--- config.mk ---
export PLATFORM = sky130hd
export DESIGN_NAME = game_collision_ctrl
export DESIGN_NICKNAME = d
export VERILOG_FILES = /design/src/rtl/digger_pkg.sv /design/src/rtl/frame_event_latch.sv /design/src/rtl/game_collision_ctrl.sv
export SDC_FILE = /design/constraint.sdc
export NUM_CORES = 1
export LEC_CHECK = 0
export ABC_AREA = 1
export CAP_MARGIN = 20
export CORE_ASPECT_RATIO = 2
export CORE_MARGIN = 5
export CORE_UTILIZATION = 40
export DETAILED_ROUTE_END_ITERATION = 6
export GPL_ROUTABILITY_DRIVEN = 0
export PLACE_DENSITY = 0.65
export SLEW_MARGIN = 10
export SYNTH_ARGS = -nofsm -noshare
export SYNTH_HDL_FRONTEND = slang
export SYNTH_SLANG_ARGS = --single-unit
export TNS_END_PERCENT = 10
--- constraint.sdc ---
create_clock -name clk -period 1.79 [get_ports clk]
set_clock_uncertainty 0.2 [all_clocks]
set_input_delay 0.4475 -clock clk [delete_from_list [all_inputs] [get_ports clk]]
set_output_delay 0.4475 -clock clk [all_outputs]
set_load 0.05 [all_outputs]
--- src/rtl/digger_pkg.sv ---
// Shared definitions for the collision controller.
//   GOLD_*          : 4-bit gold-bag state codes as carried on gold_state
//   player_state_e  : player life-cycle FSM states
package digger_pkg;

    localparam logic [3:0] GOLD_RESTING = 4'd0;
    localparam logic [3:0] GOLD_FALLING = 4'd2;
    localparam logic [3:0] GOLD_BROKEN  = 4'd3;

    typedef enum logic {
        StAlive,
        StInvuln
    } player_state_e;

endpackage

--- src/rtl/frame_event_latch.sv ---
// Sticky per-frame event flag with a one-cycle evaluation pulse.
//   clk          : pixel clock
//   resetN       : synchronous active-low reset
//   startOfFrame : evaluation strobe; pulse follows one cycle later
//   hit          : per-pixel event, OR-accumulated over the frame
//   pulse        : high for the cycle after startOfFrame if any hit was seen
module frame_event_latch
    import digger_pkg::*;
(
    input  logic clk,
    input  logic resetN,
    input  logic startOfFrame,
    input  logic hit,
    output logic pulse
);

    logic flag_q;
    logic pulse_q;

    always_ff @(posedge clk) begin
        if (!resetN) begin
            flag_q  <= 1'b0;
            pulse_q <= 1'b0;
        end else if (startOfFrame) begin
            pulse_q <= flag_q;
            // A hit on the start-of-frame pixel belongs to the new frame.
            flag_q  <= hit;
        end else begin
            pulse_q <= 1'b0;
            flag_q  <= flag_q | hit;
        end
    end

    assign pulse = pulse_q;

endmodule

--- src/rtl/game_collision_ctrl.sv ---
// Per-pixel collision detection, frame-latched event pulses and the player
// death / invulnerability FSM.
//   startOfFrame            : evaluation strobe at pixel (0,0)
//   player_awake            : gates deadly collisions
//   drawing_request_*/shot_dr/alien_dr/gold_dr : per-pixel draw requests
//   gold_state              : packed 4-bit gold states
//   collision_player_terrain: registered player/terrain overlap
//   colision_fire           : shot hit terrain or any alien this frame
//   alien_died              : per-alien kill pulse
//   collision_gold          : level, player pushed resting gold last frame
//   player_eat_gold         : per-gold collect pulse
//   player_died             : death pulse
//   invulnerable            : post-death grace period
module game_collision_ctrl
    import digger_pkg::*;
#(
    parameter int unsigned NUM_ALIENS    = 4,
    parameter int unsigned NUM_GOLD      = 4,
    parameter int unsigned INVULN_FRAMES = 60
) (
    input  logic                  clk,
    input  logic                  resetN,
    input  logic                  startOfFrame,
    input  logic                  player_awake,
    input  logic                  drawing_request_player,
    input  logic                  drawing_request_terrain,
    input  logic                  shot_dr,
    input  logic [NUM_ALIENS-1:0] alien_dr,
    input  logic [NUM_GOLD-1:0]   gold_dr,
    input  logic [4*NUM_GOLD-1:0] gold_state,
    output logic                  collision_player_terrain,
    output logic                  colision_fire,
    output logic [NUM_ALIENS-1:0] alien_died,
    output logic [NUM_GOLD-1:0]   collision_gold,
    output logic [NUM_GOLD-1:0]   player_eat_gold,
    output logic                  player_died,
    output logic                  invulnerable
);

    logic [NUM_ALIENS-1:0] shot_alien_hit;
    logic [NUM_ALIENS-1:0] player_alien_hit;
    logic [NUM_ALIENS-1:0] player_alien_pulse;
    logic [NUM_GOLD-1:0]   eat_hit;
    logic [NUM_GOLD-1:0]   fall_hit;
    logic [NUM_GOLD-1:0]   fall_pulse;
    logic [NUM_GOLD-1:0]   rest_hit;
    logic                  fire_hit;
    logic                  kill_any;

    // Deadly overlaps only count while the player is controllable.
    assign shot_alien_hit   = shot_dr ? alien_dr : '0;
    assign player_alien_hit = (drawing_request_player && player_awake) ? alien_dr : '0;
    assign fire_hit         = shot_dr && (drawing_request_terrain || (|alien_dr));

    frame_event_latch u_fire_latch (
        .clk          (clk),
        .resetN       (resetN),
        .startOfFrame (startOfFrame),
        .hit          (fire_hit),
        .pulse        (colision_fire)
    );

    for (genvar i = 0; i < NUM_ALIENS; i++) begin : g_alien
        frame_event_latch u_shot_alien (
            .clk          (clk),
            .resetN       (resetN),
            .startOfFrame (startOfFrame),
            .hit          (shot_alien_hit[i]),
            .pulse        (alien_died[i])
        );
        frame_event_latch u_player_alien (
            .clk          (clk),
            .resetN       (resetN),
            .startOfFrame (startOfFrame),
            .hit          (player_alien_hit[i]),
            .pulse        (player_alien_pulse[i])
        );
    end

    for (genvar i = 0; i < NUM_GOLD; i++) begin : g_gold
        logic [3:0] gs;
        logic       touch;
        assign gs          = gold_state[4*i +: 4];
        assign touch       = drawing_request_player && gold_dr[i];
        assign eat_hit[i]  = touch && (gs == GOLD_BROKEN);
        assign fall_hit[i] = touch && player_awake && (gs == GOLD_FALLING);
        assign rest_hit[i] = touch && (gs == GOLD_RESTING);

        frame_event_latch u_eat (
            .clk          (clk),
            .resetN       (resetN),
            .startOfFrame (startOfFrame),
            .hit          (eat_hit[i]),
            .pulse        (player_eat_gold[i])
        );
        frame_event_latch u_fall (
            .clk          (clk),
            .resetN       (resetN),
            .startOfFrame (startOfFrame),
            .hit          (fall_hit[i]),
            .pulse        (fall_pulse[i])
        );
    end

    // Resting-gold push is a level held for a whole frame, so it keeps its own
    // sticky flag and loads the level at each evaluation.
    logic [NUM_GOLD-1:0] rest_flag_q;
    logic [NUM_GOLD-1:0] rest_level_q;

    always_ff @(posedge clk) begin
        if (!resetN) begin
            rest_flag_q  <= '0;
            rest_level_q <= '0;
        end else if (startOfFrame) begin
            rest_level_q <= rest_flag_q;
            rest_flag_q  <= rest_hit;
        end else begin
            rest_flag_q  <= rest_flag_q | rest_hit;
        end
    end

    assign collision_gold = rest_level_q;

    logic cpt_q;

    always_ff @(posedge clk) begin
        if (!resetN) begin
            cpt_q <= 1'b0;
        end else begin
            cpt_q <= drawing_request_player && drawing_request_terrain;
        end
    end

    assign collision_player_terrain = cpt_q;

    // Player FSM. Whether the player may die is decided by the state at the
    // evaluation cycle, so the last invulnerable frame cannot leak a death.
    player_state_e state_q, state_d;
    logic [7:0]    cnt_q, cnt_d;
    logic          alive_eval_q;

    always_ff @(posedge clk) begin
        if (!resetN) begin
            state_q      <= StAlive;
            cnt_q        <= 8'd0;
            alive_eval_q <= 1'b0;
        end else begin
            state_q <= state_d;
            cnt_q   <= cnt_d;
            if (startOfFrame) begin
                alive_eval_q <= (state_q == StAlive);
            end
        end
    end

    // A shot alien never kills, even if it touched the player the same frame.
    assign kill_any    = (|(player_alien_pulse & ~alien_died)) || (|fall_pulse);
    assign player_died = kill_any && alive_eval_q && (state_q == StAlive);

    always_comb begin
        state_d = state_q;
        cnt_d   = cnt_q;
        unique case (state_q)
            StAlive: begin
                if (player_died) begin
                    state_d = StInvuln;
                    cnt_d   = 8'(INVULN_FRAMES);
                end
            end
            StInvuln: begin
                if (startOfFrame) begin
                    if (cnt_q <= 8'd1) begin
                        cnt_d   = 8'd0;
                        state_d = StAlive;
                    end else begin
                        cnt_d = cnt_q - 8'd1;
                    end
                end
            end
            default: begin
                state_d = StAlive;
                cnt_d   = 8'd0;
            end
        endcase
    end

    assign invulnerable = (state_q == StInvuln);

endmodule

==> impl_metrics.csv, run 1 <==
group,metric,value,unit
timing,setup_viol,1,
synth,post-synth-top-count-cell,"nand2_1",
setup_path,r2r-end,"cnt_q[5]",
placed_design,hpwl,3814,um
clock_tree,cts_sinks,53,
status,status,"finished with violations",
synth,yosys_warnings,0,
synth,synth_cells,307,
synth,synth_area,2221,sq um
floorplanning,die_w,62.69,um
finish,seq_area,1067,sq um
synth,syn_area_per_cell,7.234,sq um
timing,relSlewSlack,0.7265,
synth,synth_nets,340,
routing,detail_route.first_pass.iterations,4,
timing,post-route-period-util,1.049,
worst_hold_path,hold_class,"flop to flop",
finish,drive_above_1_share,0.1564,
global_routing,grt_usage,0.1431,
timing,max_freq,532.6,MHz
routing,via_count,1990,
setup_path,worst-setup-path-type,"flop to output pin",
placed_design,place_ws,-105.0,ps
setup_path,r2r_start,"cnt_q[1]",
clock_tree,clock_latency,300,ps
global_routing,grt_max_degree,28,
placed_design,io_buffers,46,
timing,setup_ws,-87.53,ps
clock_tree,ctsHoldBuffers,0,
global_routing,grt_pass1_wl,8321,um
finish,final_area,3055,sq um
floorplanning,rows,38,
routing,drc,0,
global_routing,grt-ovfl-total,0,
pwr,p_total,2370,uW
setup_path,path_max_fanout,2,
setup_path,end_kind,"output pin",
setup_path,worst_ep_arrival_time,1230,ps
timing,tightest_slew,409.6,ps
finish,nets,390,
finish,multi_input_area,887.1,sq um
clock_tree,cts_max_path_buffers,2,
routing,post_drt_via_cell_ratio,4.761,
global_routing,grt_pass1_vias,2058,
setup_path,cp_data_required_time,1140,ps
floorplanning,initial_core_util,0.4097,
synth,ys.flop_type,"dfxtp_1",
routing,antenna_left,0,
clock_tree,numCtsBuffers,5,
finish,largest_reg_flops,8,
setup_path,reg2reg_slack,160,ps
finish,largest_register,"cnt_q",
run,cap_violations,0,
setup_path,start_kind,"flop",
pwr,power_leakage,0.001285,uW
timing,drv_slew,0,
timing,finalHoldViolations,0,
synth,ys_types,26,
clock_tree,cts_tree,"yes",
finish,syn_to_final_growth,37.58,%
status,violations,"negative setup slack",
clock_tree,htree_levels,2,
timing,rsz0062_at_grt,"true",
routing,drt_iter0_drc,60,
setup_path,crit_path_end,"player_died",
synth,synth_area_leaders,"dfxtp_1, nand2_1, nor2_1, inv_1, a21oi_1",
routing,wl,4816,um
pwr,powerDensity,775.6,nW/um^2
synth,async_reset_ff_frac,0,
synth,synth_seq_cells,53,
floorplanning,core,5420,sq um
synth,synth_seq_area_share,0.4777,
synth,synth_commonest_cells,"nand2_1, dfxtp_1, nor2_1, inv_1, a21oi_1",
synth,synth_top_cell_by_area,"dfxtp_1",
floorplanning,top_level_ports,47,
global_routing,antenna_found_initial,0,
synth,synth-edff-count,0,
finish,n_fill_cell,529,
placed_design,dpl_cell_area,2889,sq um
routing,wire_per_inst,11.52,um
clock_tree,cts_root_buffer,"clkbuf_8",
floorplanning,die_height,115.4,um
synth,synth_top_area_frac,0.4777,
finish,antenna-diode-count,0,
pwr,ir_drop,586.9,uV
timing,fin_crit,1878,ps
setup_path,crit_path_start,"g_alien[1].u_shot_alien.pulse",
setup_path,rr_worst_depth,11,
clock_tree,clkTransAtPathRegs,90,ps
floorplanning,die-area,7233,sq um
[per-layer routing]
metal  global-route usage  up-vias  wire, um
li1                     -     1037         -
met3              0.02933       10       201
met1               0.1290      898      1693
met5                    0        -         0
met4              0.08074        0       147
met2               0.2846       45      2773
[worst max-delay path, stage by stage (launching register included)]
cell,delay (ps)
dfxtp_2,340
inv_2,30
nand2_1,50
nand2_1,70
nor2_2,120
nand2_1,60
nand2_1,80
inv_1,50
buf_6,140
[where the power goes]
part / total (uW) / switching [uW] / internal (uW) / leakage, uW
Sequential: 1230 / 21.2 / 1210 / 0.000433
Combinational: 309 / 156 / 153 / 0.000795
Clock: 833 / 378 / 455 / 0.0000574
[cell type report]
type	instances	share of cell area
flip-flops and latches	53	0.3493
multi-input cells	191	0.2903
repair buffers	61	0.2412
inverters	45	0.05528
clock buffers	6	0.02703
well taps	60	0.02457
clock inverters	2	0.01229
[worst min path at each step]
| stage | from | endpoint | slack, ps | cells past startpoint |
|---|---|---|---|---|
| floorplan | g_alien[0].u_player_alien.flag_q | g_alien[0].u_player_alien.pulse | 210 | 2 |
| global placement | g_alien[2].u_shot_alien.flag_q | g_alien[2].u_shot_alien.pulse | 220 | 2 |
| detailed placement | g_alien[3].u_player_alien.flag_q | g_alien[3].u_player_alien.pulse | 220 | 2 |
| CTS | g_gold[2].u_fall.flag_q | g_gold[2].u_fall.pulse | 220 | 2 |
| global route | g_gold[3].u_fall.flag_q | g_gold[3].u_fall.pulse | 240 | 2 |
| finish | g_gold[2].u_fall.flag_q | g_gold[2].u_fall.pulse | 220 | 2 |
[timing repair]
item,4_1_cts,5_1_grt
setup buffers,4,0
endpoints found under the setup margin,1,9
pin swaps,1,4
resized for setup,5,5
[layout by cell type, fill, tap and decap left out, types with 2 or more instances in the layout]
cell and count:
nand3b_1 4, o21ai_1 3, nand3_1 24, buf_12 16, o21bai_1 2, nand4_1 2
nor2_4 2, nor2_2 3, o21ai_0 5, nand2_2 2, clkdlybuf4s50_1 30, inv_1 41
clkbuf_8 6, inv_2 3, buf_4 14, dfxtp_1 48, dfxtp_2 5, a21oi_1 26
nor2_1 50, nand2_1 60
[through the flow]
step,cells,util,hold slack (ps),setup TNS [ps]
floorplan,307,-,208.4,0
global placement,406,0.5330,215.9,-916.9
detailed placement,406,0.5330,215.9,-910.1
CTS,418,0.5623,218.4,-113.4
global route,418,0.5637,238.3,-164.0
finish,418,0.5637,217.8,-87.53
[cells by family (layout without fill, tap and decap cells)]
group	Yosys count	in the layout	synth area share
xor gates and xnor gates	1	1	0.003944
AOI/OAI and AO/OA	38	38	0.08957
buffers and inverters	63	114	0.1262
and+or+nand+nor	150	150	0.2913
adders and majority gates	2	2	0.01127
DFF	53	53	0.4777
Power figures use the tool's default switching activity.
==> inputs of run 2 (changes only) <==
--- a/config.mk
+++ b/config.mk
@@ -8,13 +8,14 @@
 export ABC_AREA = 1
 export CAP_MARGIN = 20
 export CORE_ASPECT_RATIO = 2
-export CORE_MARGIN = 5
+export CORE_MARGIN = 10
 export CORE_UTILIZATION = 40
 export DETAILED_ROUTE_END_ITERATION = 6
 export GPL_ROUTABILITY_DRIVEN = 0
-export PLACE_DENSITY = 0.65
+export PLACE_DENSITY = 0.64
 export SLEW_MARGIN = 10
 export SYNTH_ARGS = -nofsm -noshare
 export SYNTH_HDL_FRONTEND = slang
+export SYNTH_HIERARCHICAL = 1
 export SYNTH_SLANG_ARGS = --single-unit
 export TNS_END_PERCENT = 10
==> run 2 against run 1 <==
  * The run still ends with negative setup slack left
  * Via count up 13%
  * Wire length grew 22%
  * Clock power up 30%
  * Synthesized cell count is 16% higher
  * Cell area increased by 13%
  * Largest power group unchanged
==> impl_metrics.csv, run 2 <==
group,metric,value,unit
global_routing,antenna_found_initial,0,
finish,final_area,3440,sq um
setup_path,slowest_stage,"dfxtp_4",
synth,synth_commonest_cells,"inv_1, nand2_1, nor2_1, dfxtp_1, nand3_1",
routing,antenna_left,0,
synth,synth_area_leaders,"dfxtp_1, inv_1, nand2_1, nor2_1, a21oi_2",
synth,synth_seq_cells,53,
global_routing,grt_pass1_vias,2336,
pwr,p_total,2652,uW
routing,wl,5881,um
pwr,p_int,2026,uW
pwr,seqPwrFrac,0.461,
routing,via_count,2250,
synth,synth-edff-count,0,
routing,detail_route.first_pass.iterations,3,
synth,synth_seq_area_share,0.4382,
routing,drc,0,
timing,rsz0062_at_grt,"true",
floorplanning,top_level_ports,47,
placed_design,dpl_cell_area,3246,sq um
setup_path,start_kind,"flop",
pwr,p_sw_frac,0.2359,
clock_tree,cts_sinks,53,
timing,setup_viol,1,
clock_tree,htree_levels,2,
clock_tree,clkTransAtPathRegs,70,ps
timing,fin_crit,1992,ps
timing,tightest_slew,296.6,ps
routing,post_drt_via_cell_ratio,4.582,
floorplanning,rows,40,
placed_design,hpwl,4760,um
setup_path,crit_buf_inv,3,
synth,synth_top_cell_by_area,"dfxtp_1",
finish,final_common_cell,"inv_1",
synth,synth_top_area_frac,0.4382,
setup_path,cp_data_required_time,1140,ps
routing,drt_iter0_drc,60,
floorplanning,die_height,130.0,um
placed_design,io_buffers,46,
finish,antenna-diode-count,0,
finish,syn_to_final_growth,42.07,%
synth,post-synth-top-count-cell,"inv_1",
routing,wire_per_inst,11.98,um
pwr,combinationalPowerShare,0.133,
status,violations,"negative setup slack",
floorplanning,die-area,9753,sq um
synth,ys_types,24,
setup_path,crit_family,"simple AND/OR/NAND/NOR gates",
timing,finalHoldViolations,0,
setup_path,critical_path.cell_chain,"inv_2, nand2_1, nand2_1, nor2_1, nand2_1, nand2_2, clkinvlp_4, buf_8",
global_routing,grt-ovfl-total,0,
setup_path,critPathMaxStageDelay,350,ps
global_routing,grt_max_degree,31,
timing,max_freq,502.0,MHz
setup_path,critPathMostFrequentCell,"nand2_1",
clock_tree,cts_max_path_buffers,2,
global_routing,grt_usage,0.1342,
timing,relSlewSlack,0.8023,
setup_path,worst_ep_arrival_time,1340,ps
run,cap_violations,0,
setup_path,path_max_fanout,2,
finish,largest_reg_flops,8,
timing,post-route-period-util,1.113,
synth,syn_area_per_cell,6.782,sq um
pwr,power_leakage,0.001606,uW
timing,finalSetupTns,-202.0,ps
floorplanning,core,5956,sq um
timing,drv_slew,0,
clock_tree,ctsHoldBuffers,0,
finish,largest_register,"cnt_q",
clock_tree,clock_latency,300,ps
clock_tree,cts_tree,"yes",
status,status,"finished with violations",
pwr,powerDensity,771.0,nW/um^2
setup_path,end_kind,"output pin",
worst_hold_path,hold_class,"flop to flop",
synth,async_reset_ff_frac,0,
pwr,clock_power_share,0.406,
finish,nets,460,
floorplanning,die_w,75.01,um
synth,yosys_warnings,6,
setup_path,worst-setup-path-type,"flop to output pin",
pwr,ir_drop,786.6,uV
synth,synth_area,2421,sq um
finish,drive_above_1_share,0.1822,
floorplanning,initial_core_util,0.4065,
finish,n_fill_cell,582,
pwr,p_sw,625.4,uW
synth,synth_nets,390,
synth,ys.flop_type,"dfxtp_1",
global_routing,grt_pass1_wl,10030,um
finish,final_cell_mix,"inv_1, nand2_1, nor2_1",
clock_tree,cts_root_buffer,"clkbuf_16",
synth,synth_cells,357,
clock_tree,numCtsBuffers,5,
timing,setup_ws,-202.0,ps
## run 2: changes by cell type in the layout (fill, tap and decap cells not counted), sizes merged, moves of 2 or more
cell / previous run / this run
nand2: 63 / 81
nor2: 55 / 63
inv: 44 / 86
buf: 31 / 36
nand3b: 4 / 0
nand3: 24 / 19
clkinv: 1 / 3
nor4: 0 / 3
## run 2: metrics by stage
stage	setup slack, ps	utilization	instances	hold WS [ps]
finish	-202.0	0.5775	491	234.9
detailed placement	-126.6	0.5450	481	220.2
floorplan	7.950	-	357	206.9
CTS	-236.6	0.5754	490	233.8
global placement	-137.0	0.5450	481	214.0
global route	-275.6	0.5775	491	241.8
## run 2: power groups by stage
stage	combinational [uW]	sequential [uW]	clock [uW]
5_1_grt	394	1220	1150
3_5_place_dp	352	1250	0
6_report	353	1220	1080
3_3_place_gp	349	1250	0
2_1_floorplan	143	1270	0
4_1_cts	356	1220	1110
## run 2: per-layer routing
| layer | vias up | global-route usage | share of wire |
|---|---|---|---|
| li1 | 1199 | - | - |
| met1 | 995 | 0.1198 | 0.36 |
| met2 | 43 | 0.2467 | 0.55 |
| met3 | 13 | 0.03878 | 0.043 |
| met4 | 0 | 0.08744 | 0.038 |
| met5 | - | 0 | 0 |
## run 2: tightest hold or removal path: cells and delay by family (launching register included)
family / cells / cell delay, ps
DFF: 1 / 310
and+or+nand+nor: 2 / 90
## run 2: path summary, 6_finish.rpt
check	start	slack [ps]	cells past startpoint	to
setup / recovery	g_alien[3].u_shot_alien/pulse	-200	8	player_died
setup reg to reg	cnt_q[0]	140	11	cnt_q[4]
hold / removal	g_alien[1].u_shot_alien/flag_q	230	2	g_alien[1].u_shot_alien/pulse
hold reg to reg	g_alien[1].u_shot_alien/flag_q	230	2	g_alien[1].u_shot_alien/pulse
## run 2: cell families after synthesis
family,Yosys count,synth area share
AO/OA/AOI/OAI,39,0.1101
flip-flops,53,0.4382
adder cells (fa/ha/maj),2,0.01033
buffers and inverters,92,0.1452
XOR/XNOR,1,0.003618
AND/OR/NAND/NOR,170,0.2925
## run 2: layout make-up
cell class / count / area [sq um] / area share
Tap cell: 63 / 78.83 / 0.02292
Inverter: 89 / 337.8 / 0.09822
Timing Repair Buffer: 66 / 765.7 / 0.2226
Multi-Input combinational cell: 212 / 1016 / 0.2954
Clock inverter: 2 / 35.03 / 0.01019
Sequential cell: 53 / 1077 / 0.3132
Clock buffer: 6 / 128.9 / 0.03747
## run 2: timing repair
item                                    4_1_cts  5_1_grt
resized for setup                             5        3
pin swaps                                     4        1
buffers inserted                              1        1
endpoints found under the setup margin        1        9
